### src/rtl/branch_rs_scheduler.sv
// Reservation station and issue scheduler for the branch/jump execution unit.
// Holds dispatched branch/JAL/JALR micro-ops, resolves pending operand tags
// from two CDB ports, and issues the lowest-index ready entry each cycle onto
// registered BranchRS_* outputs. A ROB misprediction flush empties the station.
module branch_rs_scheduler #(
   parameter int ENTRIES = 8,
   parameter int TAG_W   = 4,
   parameter int OP_W    = 6,
   parameter int DATA_W  = 32
) (
   input  logic              clk_in,
   input  logic              rst_n_in,
   input  logic              rdy_in,
   input  logic              clear_in,
   input  logic              disp_valid,
   input  logic [OP_W-1:0]   disp_op,
   input  logic [DATA_W-1:0] disp_v1,
   input  logic [DATA_W-1:0] disp_v2,
   input  logic [TAG_W-1:0]  disp_q1,
   input  logic [TAG_W-1:0]  disp_q2,
   input  logic              disp_r1,
   input  logic              disp_r2,
   input  logic [TAG_W-1:0]  disp_dest,
   input  logic [DATA_W-1:0] disp_imm,
   input  logic [DATA_W-1:0] disp_pc,
   output logic              full_out,
   input  logic              cdb0_valid,
   input  logic [TAG_W-1:0]  cdb0_tag,
   input  logic [DATA_W-1:0] cdb0_data,
   input  logic              cdb1_valid,
   input  logic [TAG_W-1:0]  cdb1_tag,
   input  logic [DATA_W-1:0] cdb1_data,
   output logic              BranchRS_enable,
   output logic [OP_W-1:0]   BranchRS_op,
   output logic [DATA_W-1:0] BranchRS_reg1,
   output logic [DATA_W-1:0] BranchRS_reg2,
   output logic [TAG_W-1:0]  BranchRS_dest_rob,
   output logic [DATA_W-1:0] BranchRS_imm,
   output logic [DATA_W-1:0] BranchRS_pc
);
   localparam int IDX_W = $clog2(ENTRIES);

   localparam logic [1:0] ST_FREE  = 2'd0;
   localparam logic [1:0] ST_WAIT  = 2'd1;
   localparam logic [1:0] ST_READY = 2'd2;

   logic [1:0]        state_q [ENTRIES];
   logic [1:0]        state_d [ENTRIES];
   logic              r1_q    [ENTRIES];
   logic              r1_d    [ENTRIES];
   logic              r2_q    [ENTRIES];
   logic              r2_d    [ENTRIES];
   logic [TAG_W-1:0]  q1_q    [ENTRIES];
   logic [TAG_W-1:0]  q1_d    [ENTRIES];
   logic [TAG_W-1:0]  q2_q    [ENTRIES];
   logic [TAG_W-1:0]  q2_d    [ENTRIES];
   logic [DATA_W-1:0] v1_q    [ENTRIES];
   logic [DATA_W-1:0] v1_d    [ENTRIES];
   logic [DATA_W-1:0] v2_q    [ENTRIES];
   logic [DATA_W-1:0] v2_d    [ENTRIES];
   logic [OP_W-1:0]   op_q    [ENTRIES];
   logic [OP_W-1:0]   op_d    [ENTRIES];
   logic [TAG_W-1:0]  dest_q  [ENTRIES];
   logic [TAG_W-1:0]  dest_d  [ENTRIES];
   logic [DATA_W-1:0] imm_q   [ENTRIES];
   logic [DATA_W-1:0] imm_d   [ENTRIES];
   logic [DATA_W-1:0] pc_q    [ENTRIES];
   logic [DATA_W-1:0] pc_d    [ENTRIES];

   logic              en_q,       en_d;
   logic [OP_W-1:0]   out_op_q,   out_op_d;
   logic [DATA_W-1:0] out_r1_q,   out_r1_d;
   logic [DATA_W-1:0] out_r2_q,   out_r2_d;
   logic [TAG_W-1:0]  out_dest_q, out_dest_d;
   logic [DATA_W-1:0] out_imm_q,  out_imm_d;
   logic [DATA_W-1:0] out_pc_q,   out_pc_d;

   logic              free_found;
   logic [IDX_W-1:0]  free_idx;
   logic              iss_found;
   logic [IDX_W-1:0]  iss_idx;

   // Find the lowest free slot and the lowest ready slot from registered state
   always_comb begin
      free_found = 1'b0;
      free_idx   = '0;
      iss_found  = 1'b0;
      iss_idx    = '0;
      for (int i = ENTRIES - 1; i >= 0; i--) begin
         if (state_q[i] == ST_FREE) begin
            free_found = 1'b1;
            free_idx   = IDX_W'(i);
         end
         if (state_q[i] == ST_READY) begin
            iss_found = 1'b1;
            iss_idx   = IDX_W'(i);
         end
      end
   end

   assign full_out = ~free_found;

   // Next state: flush, then issue / wakeup / dispatch when not stalled
   always_comb begin
      state_d = state_q;
      r1_d    = r1_q;
      r2_d    = r2_q;
      q1_d    = q1_q;
      q2_d    = q2_q;
      v1_d    = v1_q;
      v2_d    = v2_q;
      op_d    = op_q;
      dest_d  = dest_q;
      imm_d   = imm_q;
      pc_d    = pc_q;

      en_d       = 1'b0;
      out_op_d   = '0;
      out_r1_d   = '0;
      out_r2_d   = '0;
      out_dest_d = '0;
      out_imm_d  = '0;
      out_pc_d   = '0;

      if (clear_in) begin
         for (int i = 0; i < ENTRIES; i++) state_d[i] = ST_FREE;
      end else if (rdy_in) begin
         // The issued slot stays non-free until the edge, so dispatch never picks it
         if (iss_found) begin
            en_d             = 1'b1;
            out_op_d         = op_q[iss_idx];
            out_r1_d         = v1_q[iss_idx];
            out_r2_d         = v2_q[iss_idx];
            out_dest_d       = dest_q[iss_idx];
            out_imm_d        = imm_q[iss_idx];
            out_pc_d         = pc_q[iss_idx];
            state_d[iss_idx] = ST_FREE;
         end

         for (int i = 0; i < ENTRIES; i++) begin
            if (state_q[i] == ST_WAIT) begin
               if (!r1_q[i]) begin
                  if (cdb0_valid && cdb0_tag == q1_q[i]) begin
                     v1_d[i] = cdb0_data;
                     r1_d[i] = 1'b1;
                  end else if (cdb1_valid && cdb1_tag == q1_q[i]) begin
                     v1_d[i] = cdb1_data;
                     r1_d[i] = 1'b1;
                  end
               end
               if (!r2_q[i]) begin
                  if (cdb0_valid && cdb0_tag == q2_q[i]) begin
                     v2_d[i] = cdb0_data;
                     r2_d[i] = 1'b1;
                  end else if (cdb1_valid && cdb1_tag == q2_q[i]) begin
                     v2_d[i] = cdb1_data;
                     r2_d[i] = 1'b1;
                  end
               end
               if (r1_d[i] && r2_d[i]) state_d[i] = ST_READY;
            end
         end

         if (disp_valid && free_found) begin
            op_d[free_idx]   = disp_op;
            dest_d[free_idx] = disp_dest;
            imm_d[free_idx]  = disp_imm;
            pc_d[free_idx]   = disp_pc;
            q1_d[free_idx]   = disp_q1;
            q2_d[free_idx]   = disp_q2;
            v1_d[free_idx]   = disp_v1;
            v2_d[free_idx]   = disp_v2;
            r1_d[free_idx]   = disp_r1;
            r2_d[free_idx]   = disp_r2;
            if (!disp_r1) begin
               if (cdb0_valid && cdb0_tag == disp_q1) begin
                  v1_d[free_idx] = cdb0_data;
                  r1_d[free_idx] = 1'b1;
               end else if (cdb1_valid && cdb1_tag == disp_q1) begin
                  v1_d[free_idx] = cdb1_data;
                  r1_d[free_idx] = 1'b1;
               end
            end
            if (!disp_r2) begin
               if (cdb0_valid && cdb0_tag == disp_q2) begin
                  v2_d[free_idx] = cdb0_data;
                  r2_d[free_idx] = 1'b1;
               end else if (cdb1_valid && cdb1_tag == disp_q2) begin
                  v2_d[free_idx] = cdb1_data;
                  r2_d[free_idx] = 1'b1;
               end
            end
            state_d[free_idx] = (r1_d[free_idx] && r2_d[free_idx]) ? ST_READY : ST_WAIT;
         end
      end
   end

   // Slot occupancy and issue outputs, returned to idle by async reset
   always_ff @(posedge clk_in or negedge rst_n_in) begin
      if (!rst_n_in) begin
         state_q    <= '{default: ST_FREE};
         en_q       <= 1'b0;
         out_op_q   <= '0;
         out_r1_q   <= '0;
         out_r2_q   <= '0;
         out_dest_q <= '0;
         out_imm_q  <= '0;
         out_pc_q   <= '0;
      end else begin
         state_q    <= state_d;
         en_q       <= en_d;
         out_op_q   <= out_op_d;
         out_r1_q   <= out_r1_d;
         out_r2_q   <= out_r2_d;
         out_dest_q <= out_dest_d;
         out_imm_q  <= out_imm_d;
         out_pc_q   <= out_pc_d;
      end
   end

   // Slot payload; only read while the slot is occupied, so it needs no reset
   always_ff @(posedge clk_in) begin
      r1_q   <= r1_d;
      r2_q   <= r2_d;
      q1_q   <= q1_d;
      q2_q   <= q2_d;
      v1_q   <= v1_d;
      v2_q   <= v2_d;
      op_q   <= op_d;
      dest_q <= dest_d;
      imm_q  <= imm_d;
      pc_q   <= pc_d;
   end

   assign BranchRS_enable   = en_q;
   assign BranchRS_op       = out_op_q;
   assign BranchRS_reg1     = out_r1_q;
   assign BranchRS_reg2     = out_r2_q;
   assign BranchRS_dest_rob = out_dest_q;
   assign BranchRS_imm      = out_imm_q;
   assign BranchRS_pc       = out_pc_q;

endmodule

### config.mk
export PLATFORM = sky130hd
export DESIGN_NAME = branch_rs_scheduler
export DESIGN_NICKNAME = d
export VERILOG_FILES = /design/src/rtl/branch_rs_scheduler.sv
export SDC_FILE = /design/constraint.sdc
export NUM_CORES = 2
export LEC_CHECK = 0
export CAP_MARGIN = 20
export CORE_ASPECT_RATIO = 1.4
export CORE_MARGIN = 5
export CORE_UTILIZATION = 50
export CTS_CLUSTER_DIAMETER = 100
export DETAILED_ROUTE_END_ITERATION = 16
export MAX_ROUTING_LAYER = met4
export PLACE_DENSITY = 0.68
export SKIP_CTS_REPAIR_TIMING = 1
export SLEW_MARGIN = 20
export SYNTH_ARGS = -nofsm -noshare
export SYNTH_HDL_FRONTEND = slang
export SYNTH_SLANG_ARGS = --single-unit
### constraint.sdc
create_clock -name clk_in -period 5.9 [get_ports clk_in]
set_input_delay 0.885 -clock clk_in [delete_from_list [all_inputs] [get_ports clk_in]]
set_output_delay 0.885 -clock clk_in [all_outputs]
set_load 0.005 [all_outputs]
==> run metrics <==
Syn Area/Cell=11.6 um^2; DRT Pass-1 Iters=9; CP required=5.02 ns; net switching power=5.22 mW; Async S/R FF share, synth=11.6%; dpl ws=1.35 ns; power per cell area=267 mW/mm^2; # port buffers=366; fin crit share=66.7%; GPL Wtd Cong=0.916; Clk Latency, worst-skew pair=0.81 ns; proportion of layout cells with a drive suffix above 1=12.1%; GRT Total Usage=34.7%; Ys Warns=0; R2R Path End=BranchRS_op[1]; Sw Share=24.3%; Mapped Nets=6331; Max-slew headroom=12.5%; max-cap viol count=0; Buf/Inv on CP=2; Reg power frac=49.7%; cell count after placement=7777; setup_tns=0 ns; largest fanout on the critical path=9; Pleak=25.2 nW; I/O pin cnt=367; min setup slack post-route=1.97 ns; average wire per standard cell=32.3 um; Main synth FF type=edfxtp_1; Worst IR Drop VDD=0.293 mV; clock network power share=42.1%; pin slew with the least headroom to its limit=1.31 ns; RSZ-0062 raised after global routing=false; Via density=7.07; drt drc=0; FF+latch count, synth=1339; CTS tree=built; crit path time final=3.93 ns; Crit path max-delay family=buffers and inverters; number of synthesized flops with an enable pin=1184; status=finished clean; CTS Buf Count=136; vias in the first global route=56367; launch point of the worst reg-to-reg path=state_q[11]; Num Clock Sinks=1339; row cnt=163; Post-layout nets=6328; final wirelength=261 mm; chip width=328 um; crit path launch type=register; CTS H-tree lvls=4; Netlist Area Pre-Place=0.0707 mm^2; Synth Instances=6104; crit path cell chain=nor2_1, nor2_2, nand4bb_1, inv_1, clkdlybuf4s50_1; # setup viols final=0; Hold WS=0.554 ns; unique cell type count in the Yosys netlist=80; Die ar.=0.149 mm^2; Final Max Tran Viols=0; Slowest Stage Delay on Critical Path=0.58 ns; area delta synth->final=13.8%; combinational fraction of design power=8.2%; Layout Skew=0.0382 ns; Initial Utilization=50.3%; Peak Freq=0.254 GHz; initial antenna violation count=52; sequential share of the synthesized area=55.8%; final std cells w/o fill=8082; clk root buf=clkbuf_16; Int Power=16.3 mW; Worst-path clk slew=0.06 ns; Critical Setup Path Class=register to output port; Die Ht=455 um; first-pass GRT wire length=376 mm; Final Hold Vio Count=0; fillers=11566; Slowest-stage cell, CP=dfrtp_1; CP endpoint kind=output port; Final Util=57.2%; core area=0.141 mm^2; remaining antenna violation count after routing=0; via count=57153; R2R Setup Slk=2.15 ns; crit path DAT=3.05 ns; Initial DRC Count=8697; final global-route overflow total=0; pin count of the biggest net entering global routing=161; Hold Path Class=primary input to asynchronous set/reset pin; worst reg2reg path depth=8; clock buffer depth=3; DP HPWL=145 mm
placed cells by master (no fill, tap or decap), types with 32 or more instances in the layout:
cell type and n:
xor2_1 85, dfrtp_1 155, edfxtp_1 1184, buf_4 165
nand3_1 54, a221oi_2 120, diode_2 51, o21ai_1 174
o21ai_0 344, a221oi_1 57, a221o_1 106, nand2_1 287
mux2i_1 543, clkbuf_16 141, a22oi_1 360, inv_1 50
o22a_1 32, o22ai_1 487, clkbuf_1 32, a21oi_1 422
nor2_1 349, nor2b_1 42, nor3_1 50, o211ai_1 58
clkdlybuf4s50_1 364, xnor2_1 56
layer usage:
layer | part of all wire (%) | vias to the layer above | track usage (%)
li1 | - | 23911 | -
met1 | 35 | 27580 | 40.3
met2 | 45 | 4472 | 53.3
met3 | 13 | 1190 | 10.3
met4 | 7.6 | 0 | 21.4
met5 | 0 | - | -
Yosys cell counts, types with 18 or more instances:
cell,n,area (um^2)
a211oi_1,19,143
a21oi_1,425,2130
a21oi_2,34,298
a221o_1,106,1060
a221oi_1,57,499
a221oi_2,120,1800
a22o_4,30,526
a22oi_1,360,2700
and2_1,32,200
buf_1,35,131
buf_2,148,741
buf_4,32,240
buf_6,24,270
clkbuf_1,452,1700
dfrtp_1,155,3880
edfxtp_1,1184,35600
inv_1,52,195
mux2_2,18,203
mux2i_1,543,5440
nand2_1,290,1090
nand3_1,57,285
nor2_1,367,1380
nor2b_1,42,263
nor2b_4,20,275
nor3_1,50,250
o211ai_1,58,435
o21ai_0,344,1720
o21ai_1,177,886
o22a_1,32,280
o22ai_1,487,3050
o2bb2ai_1,29,254
xnor2_1,56,490
xor2_1,85,744
power groups by stage:
stage	logic [mW]	clock network [mW]	registers, mW
after global placement	1.68	0	10.9
after CTS	1.71	9.14	10.7
final	1.76	9.06	10.7
after global routing	1.84	9.53	10.7
after detailed placement	1.71	0	10.9
after floorplan	0.980	0	10.9
area by class of cell:
type | instances | area (um^2) | share of cell area (%)
Antenna cell | 51 | 128 | 0.159
Clock inverter | 68 | 802 | 0.996
Sequential cell | 1339 | 39400 | 49.0
Clock buffer | 185 | 3810 | 4.74
Inverter | 55 | 215 | 0.267
Tap cell | 1815 | 2270 | 2.82
Multi-Input combinational cell | 4009 | 28400 | 35.2
Timing Repair Buffer | 560 | 5470 | 6.80
worst max-delay path by stage:
stage | startpoint | to | slack, ns | cells after the start
after floorplan | clear_in | dest_q[28] | -4.26 | 5
after detailed placement | cdb1_tag[2] | v1_q[224] | 1.35 | 9
after global routing | state_q[7] | full_out | 1.90 | 5
after CTS | state_q[7] | full_out | 1.97 | 5
after global placement | cdb0_tag[0] | v1_q[174] | 1.39 | 9
final | state_q[7] | full_out | 1.97 | 5
flip-flops by register name (all words and copies together), names as in the netlist, 48 cells and up:
signal,flops
op_q,48
v1_q,256
pc_q,256
v2_q,256
imm_q,256
through the flow:
| stage | total power, mW | instance area [um^2] |
|---|---|---|
| finish | 21.5 | 80500 |
| global route | 22.1 | 80500 |
| detailed placement | 12.6 | 75700 |
| global placement | 12.5 | 75700 |
| CTS | 21.5 | 80400 |
| floorplan | 11.9 | 70700 |
kinds of logic after synthesis:
group | count (synthesis) | share of synthesized area, %
and+or+nand+nor | 955 | 6.44
AOI/OAI and AO/OA | 2342 | 23.1
muxes | 571 | 8.18
xor gates and xnor gates | 141 | 1.75
DFF | 1339 | 55.8
buffers and inverters | 756 | 4.76
Note: power is estimated with default switching activity, not from simulation.
